==> src/rtl/instruction_fetch.sv <==
// instruction_fetch
// -----------------
// Instruction fetch stage of a five-stage pipeline. The stage owns the
// program counter, talks to instruction memory, and feeds the IF/ID
// pipeline register.
//
// Three states:
//   BOOT  - one quiet cycle after reset with no memory request.
//   FETCH - requests the word at PC. When memory answers, the word goes
//           straight through to the IF/ID register with no added latency.
//   HOLD  - IF/ID is stalled and the fetched word has been captured
//           locally. The word is re-presented until the stall releases.
//
// Branch and jump redirects come from ID. They flush IF/ID in the same
// cycle and load the new PC with the low two bits cleared. A redirect
// outranks a stall and a pending memory answer. A taken branch outranks
// a jump.
//
// Parameters
//   RESET_VECTOR                 PC value loaded while RESET is low.
// Ports
//   CLOCK                        rising-edge system clock
//   RESET                        asynchronous, active-low reset
//   STALL                        hazard-unit stall of IF/ID
//   BranchTaken, BranchTarget    branch redirect from ID
//   Jump, JumpTarget             jump redirect from ID
//   IMemReady, IMemData          instruction memory response
//   IMemRequest, IMemAddress     instruction memory request (address = PC)
//   Instruction_OUT              instruction to IF/ID (0 = bubble)
//   InstructionAddressPlus4_OUT  PC+4 of the presented instruction
//   FetchValid                   Instruction_OUT is a real instruction
//   FetchStall                   waiting on instruction memory
//   FlushIFID                    flush request to IF/ID on redirect
//   FetchCount                   instructions accepted by IF/ID
module instruction_fetch #(
  parameter logic [31:0] RESET_VECTOR = 32'h00000000
) (
  input  logic        CLOCK,
  input  logic        RESET,
  input  logic        STALL,
  input  logic        BranchTaken,
  input  logic [31:0] BranchTarget,
  input  logic        Jump,
  input  logic [31:0] JumpTarget,
  input  logic        IMemReady,
  input  logic [31:0] IMemData,
  output logic        IMemRequest,
  output logic [31:0] IMemAddress,
  output logic [31:0] Instruction_OUT,
  output logic [31:0] InstructionAddressPlus4_OUT,
  output logic        FetchValid,
  output logic        FetchStall,
  output logic        FlushIFID,
  output logic [31:0] FetchCount
);

  typedef enum logic [1:0] {
    BOOT  = 2'd0,
    FETCH = 2'd1,
    HOLD  = 2'd2
  } fetch_state_t;

  fetch_state_t state, state_next;

  logic [31:0] pc, pc_next;
  logic [31:0] hold_reg, hold_reg_next;
  logic [31:0] fetch_count, fetch_count_next;

  logic [31:0] pc_plus4;
  logic        redirect;
  logic [31:0] redirect_target;

  // PC+4 wraps naturally in 32 bits, so 32'hFFFFFFFC + 4 gives 0.
  assign pc_plus4 = pc + 32'd4;

  // BOOT ignores redirects. ID has nothing valid yet, so any redirect
  // seen there is left over from before reset.
  assign redirect = (state != BOOT) && (BranchTaken || Jump);

  // Branch beats jump. The target is forced to word alignment.
  assign redirect_target = BranchTaken ? {BranchTarget[31:2], 2'b00}
                                       : {JumpTarget[31:2], 2'b00};

  assign IMemAddress = pc;
  assign FetchCount  = fetch_count;

  // State and datapath registers. Reset is asynchronous, so a reset in
  // the middle of FETCH or HOLD drops the in-flight word immediately and
  // leaves nothing that could still be counted.
  always_ff @(posedge CLOCK or negedge RESET) begin
    if (!RESET) begin
      state       <= BOOT;
      pc          <= RESET_VECTOR;
      hold_reg    <= 32'd0;
      fetch_count <= 32'd0;
    end else begin
      state       <= state_next;
      pc          <= pc_next;
      hold_reg    <= hold_reg_next;
      fetch_count <= fetch_count_next;
    end
  end

  // Next-state and output decode. Every output defaults to an idle,
  // bubble-carrying value. Each state then overrides only what it
  // actually drives, so FlushIFID and FetchStall stay low except in
  // their own cases.
  always_comb begin
    state_next                  = state;
    pc_next                     = pc;
    hold_reg_next               = hold_reg;
    fetch_count_next            = fetch_count;
    IMemRequest                 = 1'b0;
    Instruction_OUT             = 32'd0;
    InstructionAddressPlus4_OUT = 32'd0;
    FetchValid                  = 1'b0;
    FetchStall                  = 1'b0;
    FlushIFID                   = 1'b0;

    unique case (state)
      BOOT: begin
        state_next = FETCH;
      end

      FETCH: begin
        IMemRequest = 1'b1;
        if (redirect) begin
          // A redirect discards whatever memory returns this cycle. It
          // also wins over a stall, because the word in IF/ID is on the
          // wrong path anyway.
          FlushIFID     = 1'b1;
          pc_next       = redirect_target;
          hold_reg_next = 32'd0;
          state_next    = FETCH;
        end else if (!IMemReady) begin
          FetchStall = 1'b1;
        end else begin
          Instruction_OUT             = IMemData;
          InstructionAddressPlus4_OUT = pc_plus4;
          FetchValid                  = 1'b1;
          if (STALL) begin
            // IF/ID cannot take the word this cycle. Keep it locally so
            // memory does not have to be asked again.
            hold_reg_next = IMemData;
            state_next    = HOLD;
          end else begin
            pc_next          = pc_plus4;
            fetch_count_next = fetch_count + 32'd1;
          end
        end
      end

      HOLD: begin
        if (redirect) begin
          FlushIFID     = 1'b1;
          pc_next       = redirect_target;
          hold_reg_next = 32'd0;
          state_next    = FETCH;
        end else begin
          Instruction_OUT             = hold_reg;
          InstructionAddressPlus4_OUT = pc_plus4;
          FetchValid                  = 1'b1;
          if (!STALL) begin
            pc_next          = pc_plus4;
            fetch_count_next = fetch_count + 32'd1;
            state_next       = FETCH;
          end
        end
      end

      default: begin
        state_next = BOOT;
      end
    endcase
  end

endmodule

==> config.mk <==
export PLATFORM = sky130hd
export DESIGN_NAME = instruction_fetch
export DESIGN_NICKNAME = d
export VERILOG_FILES = /design/src/rtl/instruction_fetch.sv
export SDC_FILE = /design/constraint.sdc
export NUM_CORES = 1
export LEC_CHECK = 0
export ABC_AREA = 0
export CAP_MARGIN = 20
export CORE_MARGIN = 4
export CORE_UTILIZATION = 48
export CTS_CLUSTER_DIAMETER = 120
export DETAILED_ROUTE_END_ITERATION = 7
export HOLD_SLACK_MARGIN = 0.08
export PLACE_DENSITY = 0.84
export SLEW_MARGIN = 20
export SYNTH_ARGS = -nofsm -noshare
export SYNTH_HDL_FRONTEND = slang
export SYNTH_SLANG_ARGS = --single-unit
==> constraint.sdc <==
create_clock -name CLOCK -period 5.4 [get_ports CLOCK]
set_input_delay 1.62 -clock CLOCK [delete_from_list [all_inputs] [get_ports CLOCK]]
set_output_delay 1.62 -clock CLOCK [all_outputs]
set_load 0.02 [all_outputs]
Yosys cells after proc, flatten, opt, wreduce, memory -nomap -nowiden
Index checks and enable logic that the tools add are counted.

Reductions and logical operators: 10. Multiplexer cells: 39. Eq/ne operators: 8. Add/subtract/negate cells: 2.

Operators with widths (number): $mux W32 (18); $pmux W32 S2 (5); $add A32 B1 Y32 const B (1); $add A32 B3 Y32 const B (1); $mux W2 (5); $mux W1 (9); $ne A3 B3 Y1 const B (3); $ne A2 B2 Y1 const B (3); $pmux W2 S3 (1); $reduce_and A3 Y1 (2); $reduce_and A4 Y1 (1); $reduce_bool A2 Y1 (2); $eq A2 B1 Y1 const B (1); $eq A2 B2 Y1 const B (1); $logic_not A2 Y1 (1); $pmux W1 S2 (1); $reduce_and A2 Y1 (1); $reduce_or A2 Y1 (1); $logic_and A1 B1 Y1 (1); $logic_or A1 B1 Y1 (1).

Logic and storage cells: 63. Output and inout port bits: 132. Flip-flop bits (word level): 98. Input port bits: 102.

Longest topological paths before layout
Gate-level depths: netlist of the first run.

Depth in word-level cells: 5. Gate-level depth with buffers: 10. Depth with buffers taken out: 8.

Least setup slack after synthesis of the first run
OpenSTA, ideal clock, no wires.

Path kind: input port to output port. Start point: input BranchTaken. End point: output InstructionAddressPlus4_OUT[3]. Required time: 3.780 ns. Setup slack: 0.834 ns. Arrival time: 2.946 ns. Stages: 8. Buffers on the path: 3. Cell sequence: buf_6 o21bai_4 and3_1 clkbuf_1 o21ai_1 clkbuf_1 inv_2 and2_1.

Longest elaborated chain between the ends: 4. Elaborated cells between the ends (all ways): 5. Those cells by class: mux: 3; reduce/logical: 2.

RTL lines: start: declaration (line 41) `input logic BranchTaken,`; $logic_or A1 B1 Y1 (*) (line 78) `assign redirect = (state != BOOT) && (BranchTaken || Jump);`; $logic_and A1 B1 Y1 (*) (line 78); $mux W32 (on tied branches) (line 154, 127); $pmux W32 S2 (*) (line 120) `unique case (state)`; end: declaration (line 50) `output logic [31:0] InstructionAddressPlus4_OUT,`.

Mark *: on every way between the ends. The rest lies on a longest branch, timed or not.

Worst setup path after layout of the first run
Start point: input Jump. End point: output InstructionAddressPlus4_OUT[5].

Longest elaborated chain between the ends: 4. Elaborated cells between the ends (all ways): 5. Those cells by class: mux: 3; reduce/logical: 2.

RTL lines: start: declaration (line 43) `input logic Jump,`; $logic_or A1 B1 Y1 (*) (line 78); $logic_and A1 B1 Y1 (*) (line 78); $mux W32 (on tied branches) (line 154, 127); $pmux W32 S2 (*) (line 120).

Marks and branches as above.

==> results of run 1 <==
## metal layers
layer  vias to the layer above  GRT usage [%]
li1                       2728              -
met1                      2873           33.0
met2                       254           43.9
met3                        36           5.03
met4                         0           9.49
met5                         -              0
## per-stage QoR
stage / cells / utilization [%] / cell area, µm² / worst slack (ps)
global placement: 1001 / 68.8 / 8290 / 41.9
CTS: 1017 / 71.3 / 8610 / 43.1
global route: 1017 / 71.7 / 8650 / -32.5
finish: 1017 / 71.7 / 8650 / 37.6
floorplan: 643 / - / 5930 / 834
detailed placement: 1001 / 68.8 / 8290 / 0.00444
## kinds of logic after synthesis
group	count (synthesis)	synth area share, %
xor gates and xnor gates	60	8.87
muxes	29	5.24
buffers and inverters	57	4.33
DFF	96	40.6
AOI/OAI and AO/OA	154	19.6
and+or+nand+nor	237	20.1
other	1	0.0633
adders and majority gates	6	1.27
## placed cells by master, fill, tap and decap left out, types with 4 or more instances in the layout
| cell | instances |
|---|---|
| nor2_1 | 94 |
| a2bb2oi_1 | 8 |
| xnor2_1 | 21 |
| buf_4 | 9 |
| nor2b_1 | 4 |
| clkdlybuf4s50_1 | 208 |
| mux2i_1 | 13 |
| a22oi_1 | 33 |
| o311ai_0 | 4 |
| mux2_2 | 16 |
| nor3_1 | 10 |
| o211ai_1 | 6 |
| a22o_1 | 33 |
| o22ai_1 | 10 |
| nand4_1 | 12 |
| nand2_1 | 43 |
| inv_1 | 8 |
| xor2_1 | 39 |
| ha_1 | 6 |
| clkbuf_16 | 9 |
| dfrtp_1 | 96 |
| a21oi_1 | 16 |
| o21ai_0 | 16 |
| nand3_1 | 28 |
| and4_1 | 5 |
| conb_1 | 4 |
| and3_1 | 9 |
| nor3_2 | 9 |
| dlymetal6s2s_1 | 15 |
## critical path, stage by stage
cell             delay, ps
clkdlybuf4s50_1        510
o21bai_4               230
and2_1                 250
o21ai_2                110
buf_12                 200
nor2_1                 180
clkdlybuf4s50_1        640
## power breakdown
| group | switching, mW | leakage, nW | total, mW | internal, mW |
|---|---|---|---|---|
| Combinational | 1.17 | 2.41 | 2.08 | 0.914 |
| Clock | 0.282 | 0.150 | 0.658 | 0.376 |
| Sequential | 0.305 | 1.24 | 1.26 | 0.956 |
## timing repair
action | 4_1_cts | 5_1_grt
endpoints found under the setup margin | 9 | 25
endpoints found under the hold margin | 0 | 0
resized for setup | 1 | 16
## area by class of cell
cell class | instances | share of cell area [%]
inverter | 11 | 0.477
multi-input combinational | 490 | 38.0
tap | 168 | 2.43
sequential | 96 | 27.8
timing repair buffer | 236 | 27.7
clock inverter | 5 | 0.752
clock buffer | 11 | 2.81
## worst max path at each step
stage	to	slack, ps	cells past startpoint
CTS	InstructionAddressPlus4_OUT[5]	40	7
global route	Instruction_OUT[14]	-30	7
floorplan	InstructionAddressPlus4_OUT[3]	830	8
finish	InstructionAddressPlus4_OUT[5]	40	7
global placement	Instruction_OUT[4]	40	7
detailed placement	Instruction_OUT[25]	0.004	7
==> impl_summary.md, run 1 <==
Critical path
The length in cells of the worst reg-to-reg path is 6. In this run the critical register-to-register path is launched from state[1]$_DFFE_PN0P_. The element type at the critical path start is an input pin. The minimum setup slack among reg-to-reg paths is 2460 ps. The worst path arrival time is 3740 ps. In this run the worst path has a maximum fanout of 30.

In this run the worst setup path begins at Jump. The endpoint of the worst register-to-register path is IMemAddress[30]$_DFFE_PN0P_. The critical path in this run is classified as in -> out.

The critical path data required time is 3780 ps. The worst setup path is captured at an output port.

CTS
The H-tree depth reported by CTS is 3. The buffer type at the clock tree root is clkbuf_16. The CTS tree is built.

After clock tree synthesis, the clock-pin slew on the worst setup and hold paths is 70 ps. In this run the deepest clock path goes through 2 buffers. The number of buffers added by the clock tree synthesis step is 9. The later-pin clock latency in the skew report is 340 ps. Once the clock tree was built, the setup fixing pass inserted 0 buffers. The count of hold-fix buffers inserted at cts is 0. The sink count of the clock tree is 96.

Detailed routing
The routed length on met3 is 1.37 mm. The count of routing violations after the opening detailed-route iteration is 422. The length of routed met2 wiring is 9.23 mm.

The highest metal layer with signal wires is met4. For this block, the routed nets add up to 18.8 mm of wire. For this run, design rule violations remaining after detail routing come to 0.

The number of antenna-violating nets in the routed design is 0. The first-pass detailed-route iteration total is 5. In the routed layout, each cell is associated on average with a via count of 5.79. Detailed routing inserted a total of 5891 vias.

The met1 routed wirelength after detailed routing is 7.72 mm. After detailed routing, the average wire length per cell comes to 18.5 µm.

Logic synthesis
The commonest cells after synthesis are dfrtp_1, nor2_1, nand2_1. The average size of a mapped cell is 9.25 µm². Among all flip-flop cells after synthesis, the most frequent one is dfrtp_1.

The flip-flop and latch count after synthesis is 96. Synthesis produced a netlist whose cell count is 640. In the synthesized netlist the async set-or-reset flop fraction comes to 100%. The sequential-to-total area share from yosys stat is 40.6%. The number of different library cells in the post-synthesis netlist is 63. In the post-synthesis netlist, the cell with the most instances is dfrtp_1. After synthesis, the largest area contributor takes up 40.6% of total cell area.

The area of the mapped netlist is 5920 µm². Summed over all instances, the cell type with the most area after synthesis is dfrtp_1. The yosys synthesis warning count is 0. Counting flops with a built-in enable in the synthesized netlist gives 0. Yosys attributes the largest share of cell area to dfrtp_1, nor2_1, xor2_1, a22o_1, a22oi_1.

Finish
Registers take 2400 µm². In the final design database the tool counted 952 nets. The area growth from synthesis to final layout is 46.0%.

The multi-input combinational cell area is 3290 µm². The diode insertion count for antenna repair is 0. Cells with a size suffix above 1 make up 8.13% of the layout. The layout has 892 filler cells.

Global route
The total overflow left after global routing is 0. The number of antenna violations at the first check in global routing is 0. The via count of the first global-routing pass is 5870. The first global-routing pass estimated 30.1 mm of wire. The maximum number of pins on one net before global-route repair is 68. Global routing used 26.0% of the available tracks across all layers.

Floorplanning
The floorplan step defined a die boundary enclosing 14200 µm². The die is 119 µm wide. Once the floorplan was initialized, standard cells occupied 49.1% of the core. The count of standard-cell rows is 40. The core outline area is 12100 µm².

The y dimension of the die is 119 µm. The number of top-level pins is 234.

Run
The number of maximum-capacitance constraint violations is 0.

STA
Between clock sinks in the finished design, the worst skew comes to 9.32 ps. The remaining max-slew budget at the tightest pin is 41.7%. The total count of hold-check failures in the final report is 0. The portion of the clock cycle consumed by the worst path in the final layout is 99.3%.

The hold slack is 473 ps. The upper clock frequency limit is 186 MHz. The count of final setup violators is 0. The total negative setup slack is 0 ps. The clock period could shrink to 5360 ps. The max-slew violation count was 0. The slew at the pin with the worst max-slew slack is 875 ps.

Pwr
In this run the power density over the cells is 462 nW/µm². The worst-case IR drop observed on VDD is 0.269 mV. The analysis attributes to cell leakage a power of 3.80 nW.

The total power consumption of the routed design is 4.00 mW.

Run status
The run finished with clean final reports.

Place
At the end of routability-driven placement, the weighted congestion stood at 0.942. In this run the tool buffered the top-level ports with 225 buffer cells. The sum of net half-perimeters after detailed placement is 13.8 mm.

Min path
The startpoint of the lowest-slack hold path is FetchCount[31]$_DFFE_PN0P_. The worst min-delay path endpoint is FetchCount[31]$_DFFE_PN0P_. The count of cells along the worst hold path is 1. The worst hold-check path type is reg -> reg.
Power figures use the tool's default switching activity.
==> run 2: changes to the inputs <==
--- a/config.mk
+++ b/config.mk
@@ -7,12 +7,14 @@
 export LEC_CHECK = 0
 export ABC_AREA = 0
 export CAP_MARGIN = 20
-export CORE_MARGIN = 4
+export CORE_MARGIN = 1
 export CORE_UTILIZATION = 48
 export CTS_CLUSTER_DIAMETER = 120
 export DETAILED_ROUTE_END_ITERATION = 7
+export GPL_ROUTABILITY_DRIVEN = 0
 export HOLD_SLACK_MARGIN = 0.08
 export PLACE_DENSITY = 0.84
+export RECOVER_POWER = 100
 export SLEW_MARGIN = 20
 export SYNTH_ARGS = -nofsm -noshare
 export SYNTH_HDL_FRONTEND = slang
==> run 2 against run 1 <==
Net effect:
- the flow now finishes with violations (capacitance limit, slew limit)
- clock skew is 3.1 ps lower
- worst setup slack better by 44 ps
- hold slack better by 11 ps
- sequential power about the same
- non-clock buffer count unchanged
- cell count is 2.1% lower
- critical path type unchanged
- largest power group unchanged
==> impl_summary.md, run 2 (synthesis results as in run 1) <==
Floorplanning
Once the floorplan was initialized, standard cells occupied 49.3% of the core. The number of top-level pins is 234. The core region is 12000 µm².

The die covers 12800 µm². The count of standard-cell rows is 40. The x dimension of the die is 113 µm.

The die is 113 µm tall.

Global route
Entering global routing, the biggest net connects 55 pins. The leftover overflow at the end of global routing is 0. The first global-routing pass estimated 29.3 mm of wire. The number of antenna violations at the first check in global routing was 0. Global routing consumed, over all layers together, 29.1% of the routing resources.

The via count of the first global-routing pass is 5785.

STA
The max-slew violation count came to 97. The remaining max-slew budget at the tightest pin is -89.3%. The total negative setup slack is 0 ps. The total count of hold-check failures in the final report is 0. Based on the critical path, the design can be clocked at up to 188 MHz. The worst clock skew on the final layout is 6.25 ps.

The portion of the clock cycle consumed by the worst path in the final layout is 98.5%. The smallest clock period supported by the final layout is computed as 5320 ps. Setup repair after global routing left no endpoint under its margin.

The slew at the pin with the worst max-slew slack is 2840 ps. The count of final setup violators is 0.

Detailed routing
The count of routing violations after the opening detailed-route iteration is 477. In this run the remaining antenna-violating nets after routing total 0. The mean number of vias per cell is 5.90. In the final routed layout, each cell accounts on average for 18.4 µm. The routed via count is 5872. After detailed routing, the number of remaining DRC violations is 0. The first TritonRoute pass finished after 7 iterations. The final layout contains routed wiring with a total length of 18.3 mm.

Finish
The most common cell after layout, fill and taps aside is clkdlybuf4s50_1. In the final layout, the share of cells above drive strength 1 is 6.83%. 0 antenna diodes ended up in the layout. The layout has 915 filler cells.

The library cells used most frequently in the layout, excluding fill and tap cells, are clkdlybuf4s50_1, dfrtp_1, nor2_1. The post-layout instance area is 8520 µm². The net count of the finished layout is 952. The area growth from synthesis to final layout is 43.8%.

Pwr
The net switching power is 1.74 mW. The internal portion of the total power is 2.18 mW. The leakage power of the design is 3.66 nW. The part of the total power dissipated in combinational logic is 51.0%.

The proportion of power drawn by the clock network is 16.8%. The areal power density over the cells is 460 nW/µm². The switching share of power is 44.4%. The peak supply drop is 0.209 mV.

Sequential cells burn 32.2% of the power.

Critical path
The number of buffer and inverter instances along the worst setup path is 3. STA classifies the critical path endpoint as an output port. The cell with the largest stage delay on the worst path is clkdlybuf4s50_1. The largest stage delay on the critical path is 630 ps.

The element type at the critical path start is an input pin. The cell that appears most often on the critical path is clkdlybuf4s50_1. By startpoint and endpoint, the worst setup path is classified as in -> out.

For the worst setup path, the data arrival time is 3700 ps. The worst-path maximum fanout is 32. At the worst endpoint, the required time is 3780 ps. The largest delay contributor family on the critical path is buffers and inverters. Traced cell by cell, the critical path runs through clkdlybuf4s50_1 -> o21bai_4 -> and3_1 -> buf_12 -> a22oi_1 -> nor2_1 -> clkdlybuf4s50_1. The worst register-to-register path has a setup slack of 1470 ps.

CTS
TritonCTS built the clock tree. The register clock-pin slew on the reported worst setup and hold paths is 70 ps. The sink count of the clock tree is 96. At the later pin of the worst-skew pair, clock insertion delay measures 340 ps. The buffer type at the clock tree root is clkbuf_16. The maximum count of clock buffers along a single path is 2. The H-tree generated during clock tree synthesis spans 3 levels.

The setup fix buffers added after clock tree synthesis is 0. Buffers inserted during clock tree synthesis total 9.

Run status
The flow ran to the end, but the final reports show violations. The checks that failed: capacitance limit, slew limit.

Run
Across the run, the number of max-cap violations was 2.

Place
In this run the cell area measured after placement is 8280 µm². After legalization and detailed placement, the total HPWL measured 13.4 mm. The port buffer count is 225.

Min path
The worst hold-check path type is reg -> reg.
[run 2: changes by cell type in the layout (fill, tap and decap cells not counted), moves of 2 or more]
cell / change
dlygate4sd3_1: +73
clkinv_4: -2
clkbuf_1: +4
buf_4: -5
clkinv_2: +2
nor3_1: +5
clkdlybuf4s50_1: -60
dlymetal6s2s_1: -14
nor3_2: -5
[run 2: what timing repair did]
action	4_1_cts	5_1_grt
resized for setup	0	2
endpoints found under the hold margin	0	0
endpoints found under the setup margin	0	2
hold buffers	0	0
[run 2: power groups by stage]
stage          Combinational [mW]  Clock, mW  Sequential (mW)
4_1_cts                      2.07      0.665             1.25
3_3_place_gp                 2.01          0             1.24
3_5_place_dp                 2.07          0             1.26
6_report                     2.00      0.660             1.26
2_1_floorplan                1.15          0             1.32
5_1_grt                      2.15      0.697             1.30
[run 2: final timing paths]
path / end / start / cells after the start
hold / removal: FetchCount[25]$_DFFE_PN0P_ / FetchCount[25]$_DFFE_PN0P_ / 1
min in group asynchronous: IMemAddress[19]$_DFFE_PN0P_ / RESET / 1
setup / recovery: Instruction_OUT[7] / Jump / 7
hold reg to reg: FetchCount[25]$_DFFE_PN0P_ / FetchCount[25]$_DFFE_PN0P_ / 1
max in group asynchronous: IMemAddress[13]$_DFFE_PN0P_ / RESET / 2
setup reg to reg: FetchCount[24]$_DFFE_PN0P_ / state[1]$_DFFE_PN0P_ / 8
[run 2: layout make-up]
cell class	instances	area [µm²]	share of cell area, %
multi-input combinational	490	3240	38.1
sequential	96	2400	28.2
timing repair buffer	236	2340	27.5
clock buffer	10	239	2.81
tap	147	184	2.16
clock inverter	6	66.3	0.778
inverter	11	41.3	0.485
[run 2: metal layers]
layer / up-vias / part of all wire (%) / track usage, %
li1: 2734 / - / -
met3: 33 / 7.0 / 6.53
met5: - / 0 / 0
met4: 0 / 2.7 / 10.5
met1: 2846 / 42 / 38.3
met2: 259 / 48 / 47.1
[run 2: metrics by stage]
step	power (mW)	instances	utilization, %	setup slack [ps]	hold WS [ps]
final	3.92	996	70.9	81.9	484
after global routing	4.15	996	70.9	5.27	508
after CTS	3.99	996	71.5	67.3	492
after detailed placement	3.33	980	68.9	81.3	483
after global placement	3.25	980	68.9	84.2	458
after floorplan	2.47	643	-	834	466
==> run 3: changes to the inputs <==
--- a/config.mk
+++ b/config.mk
@@ -7,15 +7,14 @@
 export LEC_CHECK = 0
 export ABC_AREA = 0
 export CAP_MARGIN = 20
-export CORE_MARGIN = 1
-export CORE_UTILIZATION = 48
+export CORE_MARGIN = 3
+export CORE_UTILIZATION = 40
 export CTS_CLUSTER_DIAMETER = 120
 export DETAILED_ROUTE_END_ITERATION = 7
 export GPL_ROUTABILITY_DRIVEN = 0
 export HOLD_SLACK_MARGIN = 0.08
-export PLACE_DENSITY = 0.84
+export PLACE_DENSITY = 0.72
 export RECOVER_POWER = 100
-export SLEW_MARGIN = 20
 export SYNTH_ARGS = -nofsm -noshare
 export SYNTH_HDL_FRONTEND = slang
 export SYNTH_SLANG_ARGS = --single-unit
==> run 3 against run 2 <==
Net effect:
- the flow still finishes with violations (capacitance limit, slew limit)
- count of clock-buffer cells in the layout did not move
- largest power group unchanged
- combinational power barely moved
- global-route usage fell by 6.2 points
- die area rose by 27%
==> impl_summary.md, run 3 (synthesis results as in run 1) <==
Finish
The fraction of final layout cells with drive strength greater than 1 is 6.92%. The most common cell after layout, fill and taps aside is clkdlybuf4s50_1. The diode insertion count for antenna repair is 0. The layout has 1246 filler cells. From synthesis to final layout, the design area changed by 44.2%. In the layout the commonest cells are clkdlybuf4s50_1, dfrtp_1, nor2_1. The layout net count is 955.

The final core area utilization is 60.1%.

STA
On the final layout, the worst hold slack is 475 ps. Between clock sinks in the finished design, the worst skew comes to 6.53 ps. The slew at the pin with the worst max-slew slack is 1790 ps. The upper clock frequency limit is 188 MHz. Setup repair after global routing left no endpoint under its margin.

The total count of hold-check failures in the final report is 0. The max-slew violation count was 99. The total negative setup slack is 0 ps. The remaining max-slew budget at the tightest pin is -19.0%. Once routing completed, OpenROAD measured the worst setup slack at 79.3 ps.

The portion of the clock cycle consumed by the worst path in the final layout is 98.5%. The final critical path time including I/O delays and setup is 5320 ps. Setup violations remaining at the end of the flow were counted as 0.

CTS
At the later pin of the worst-skew pair, clock insertion delay measures 350 ps. The setup fix buffers added after clock tree synthesis is 0. Counting the buffers created by CTS gives 9. TritonCTS built the clock tree. The buffer type at the clock tree root is clkbuf_16. Clock-pin slew was measured on the worst setup and hold paths at 70 ps.

The maximum count of clock buffers along a single path is 2. The clock drives 96 sinks. The H-tree depth reported by CTS is 3.

Pwr
The leakage power of the design is 3.62 nW. The worst-case IR drop observed on VDD is 0.222 mV. For this design the ratio of total power to cell area is 455 nW/µm².

Run
Max-cap violations in this run came to 2.

Detailed routing
Dividing the detail-routed wire length by the instance count gives 18.7 µm. The mean number of vias per cell is 5.65. The final routed DRC violation total is 0. The first routing iteration left 347 violations.

The number of antenna-violating nets in the routed design is 0. The first-pass detailed-route iteration total is 5. The final layout contains routed wiring with a total length of 19.3 mm. The final route contains 5834 vias.

Global route
The via count of the first global-routing pass is 5797. The leftover overflow at the end of global routing is 0. In the global route stage, overall resource usage came out at 22.9%. The number of antenna violations at the first check in global routing came to 0. Entering global routing, the biggest net connects 69 pins. The wire length of the first global-routing pass is 30.1 mm.

Critical path
The critical path data required time is 3780 ps. At the worst endpoint, the arrival time is 3700 ps. The largest single stage delay on the critical path is 690 ps.

The worst setup path is captured at an output port. The element type at the critical path start is an input pin. The signal on the critical path passes through clkdlybuf4s50_1 -> o21bai_4 -> and3_1 -> o21ai_2 -> buf_12 -> nor2_1 -> dlygate4sd3_1.

The type of the worst setup path is in -> out. The cell with the largest stage delay on the worst path is dlygate4sd3_1. Of all nets on the critical path, the largest fanout is 30. The worst register-to-register path has a depth of 8.

The minimum setup slack among reg-to-reg paths is 2000 ps. The start of the worst register-to-register path is state[1]$_DFFE_PN0P_. The endpoint of the worst register-to-register path is FetchCount[31]$_DFFE_PN0P_.

Min path
The worst min-delay path endpoint is FetchCount[31]$_DFFE_PN0P_. In this run the most critical hold path is launched from FetchCount[31]$_DFFE_PN0P_. Counting instances, the worst hold path has a depth of 1. The min-delay analysis places its worst path in the category reg -> reg.

Place
The count of buffers added on input and output ports is 225. OpenSTA, run right after detailed placement, puts the worst setup slack at 108 ps. After legalization and detailed placement, the total HPWL measured 14.0 mm.

Floorplanning
The die covers 16300 µm². 234 I/O pins were placed. Measured along the x axis, the die boundary spans 128 µm. In this run the vertical extent of the chip is 128 µm. The starting utilization of the core area is 41.7%.

In this run the core area contains 43 standard-cell rows. The core outline area is 14200 µm².

Run status
The checks that failed: capacitance limit, slew limit. The run finished, with violations left.
## run 3: cell count changes in the layout (fill, tap and decap cells not counted), sizes merged
| cell | previous run | this run |
|---|---|---|
| clkdlybuf4s50 | 148 | 146 |
| clkbuf | 16 | 17 |
| buf | 8 | 10 |
| inv | 13 | 12 |
| dlymetal6s2s | 1 | 0 |
| clkinvlp | 0 | 1 |
| clkinv | 3 | 4 |
| dlygate4sd3 | 73 | 76 |
| bufinv | 1 | 0 |
## run 3: stage by stage
stage               std cells  total power [mW]  area [µm²]
CTS                      1031              3.99        8620
floorplan                 643              2.47        5930
detailed placement       1015              3.35        8340
finish                   1032              3.88        8540
global placement         1015              3.30        8340
global route             1032              4.13        8540
## run 3: critical path: cells and delay by family
family	cells	cell delay, ps
buffers and inverters	3	1380
AND/OR/NAND/NOR	2	380
AO/OA/AOI/OAI	2	290
## run 3: layout make-up
| class | count | area [µm²] | area share [%] |
|---|---|---|---|
| Multi-Input combinational cell | 490 | 3230 | 37.8 |
| Clock buffer | 10 | 239 | 2.80 |
| Clock inverter | 6 | 43.8 | 0.513 |
| Tap cell | 180 | 225 | 2.64 |
| Sequential cell | 96 | 2400 | 28.1 |
| Inverter | 11 | 41.3 | 0.483 |
| Timing Repair Buffer | 239 | 2360 | 27.6 |
## run 3: worst max path at each step
stage | slack (ps) | endpoint | cells after the start | start
3_3_place_gp | 110 | InstructionAddressPlus4_OUT[3] | 8 | Jump
2_1_floorplan | 830 | InstructionAddressPlus4_OUT[3] | 8 | BranchTaken
6_report | 80 | InstructionAddressPlus4_OUT[15] | 7 | Jump
4_1_cts | 90 | InstructionAddressPlus4_OUT[5] | 7 | Jump
5_1_grt | 7 | Instruction_OUT[21] | 7 | Jump
3_5_place_dp | 110 | InstructionAddressPlus4_OUT[5] | 7 | Jump
## run 3: timing repair
| action | in CTS | in global routing |
|---|---|---|
| endpoints found under the setup margin | 0 | 1 |
| endpoints found under the hold margin | 0 | 0 |
| gates resized for setup | 0 | 1 |
| hold buffers | 0 | 0 |
## run 3: where the power goes
part / switching (mW) / internal, mW
sequential: 0.302 / 0.956
combinational: 1.16 / 0.856
clock: 0.286 / 0.327
## run 3: metal layers
layer,up-vias,global-route usage (%),wire [µm]
li1,2733,-,-
met1,2839,30.4,8140
met2,226,37.6,9490
met3,36,3.62,1080
met4,0,8.80,536
met5,-,0,0
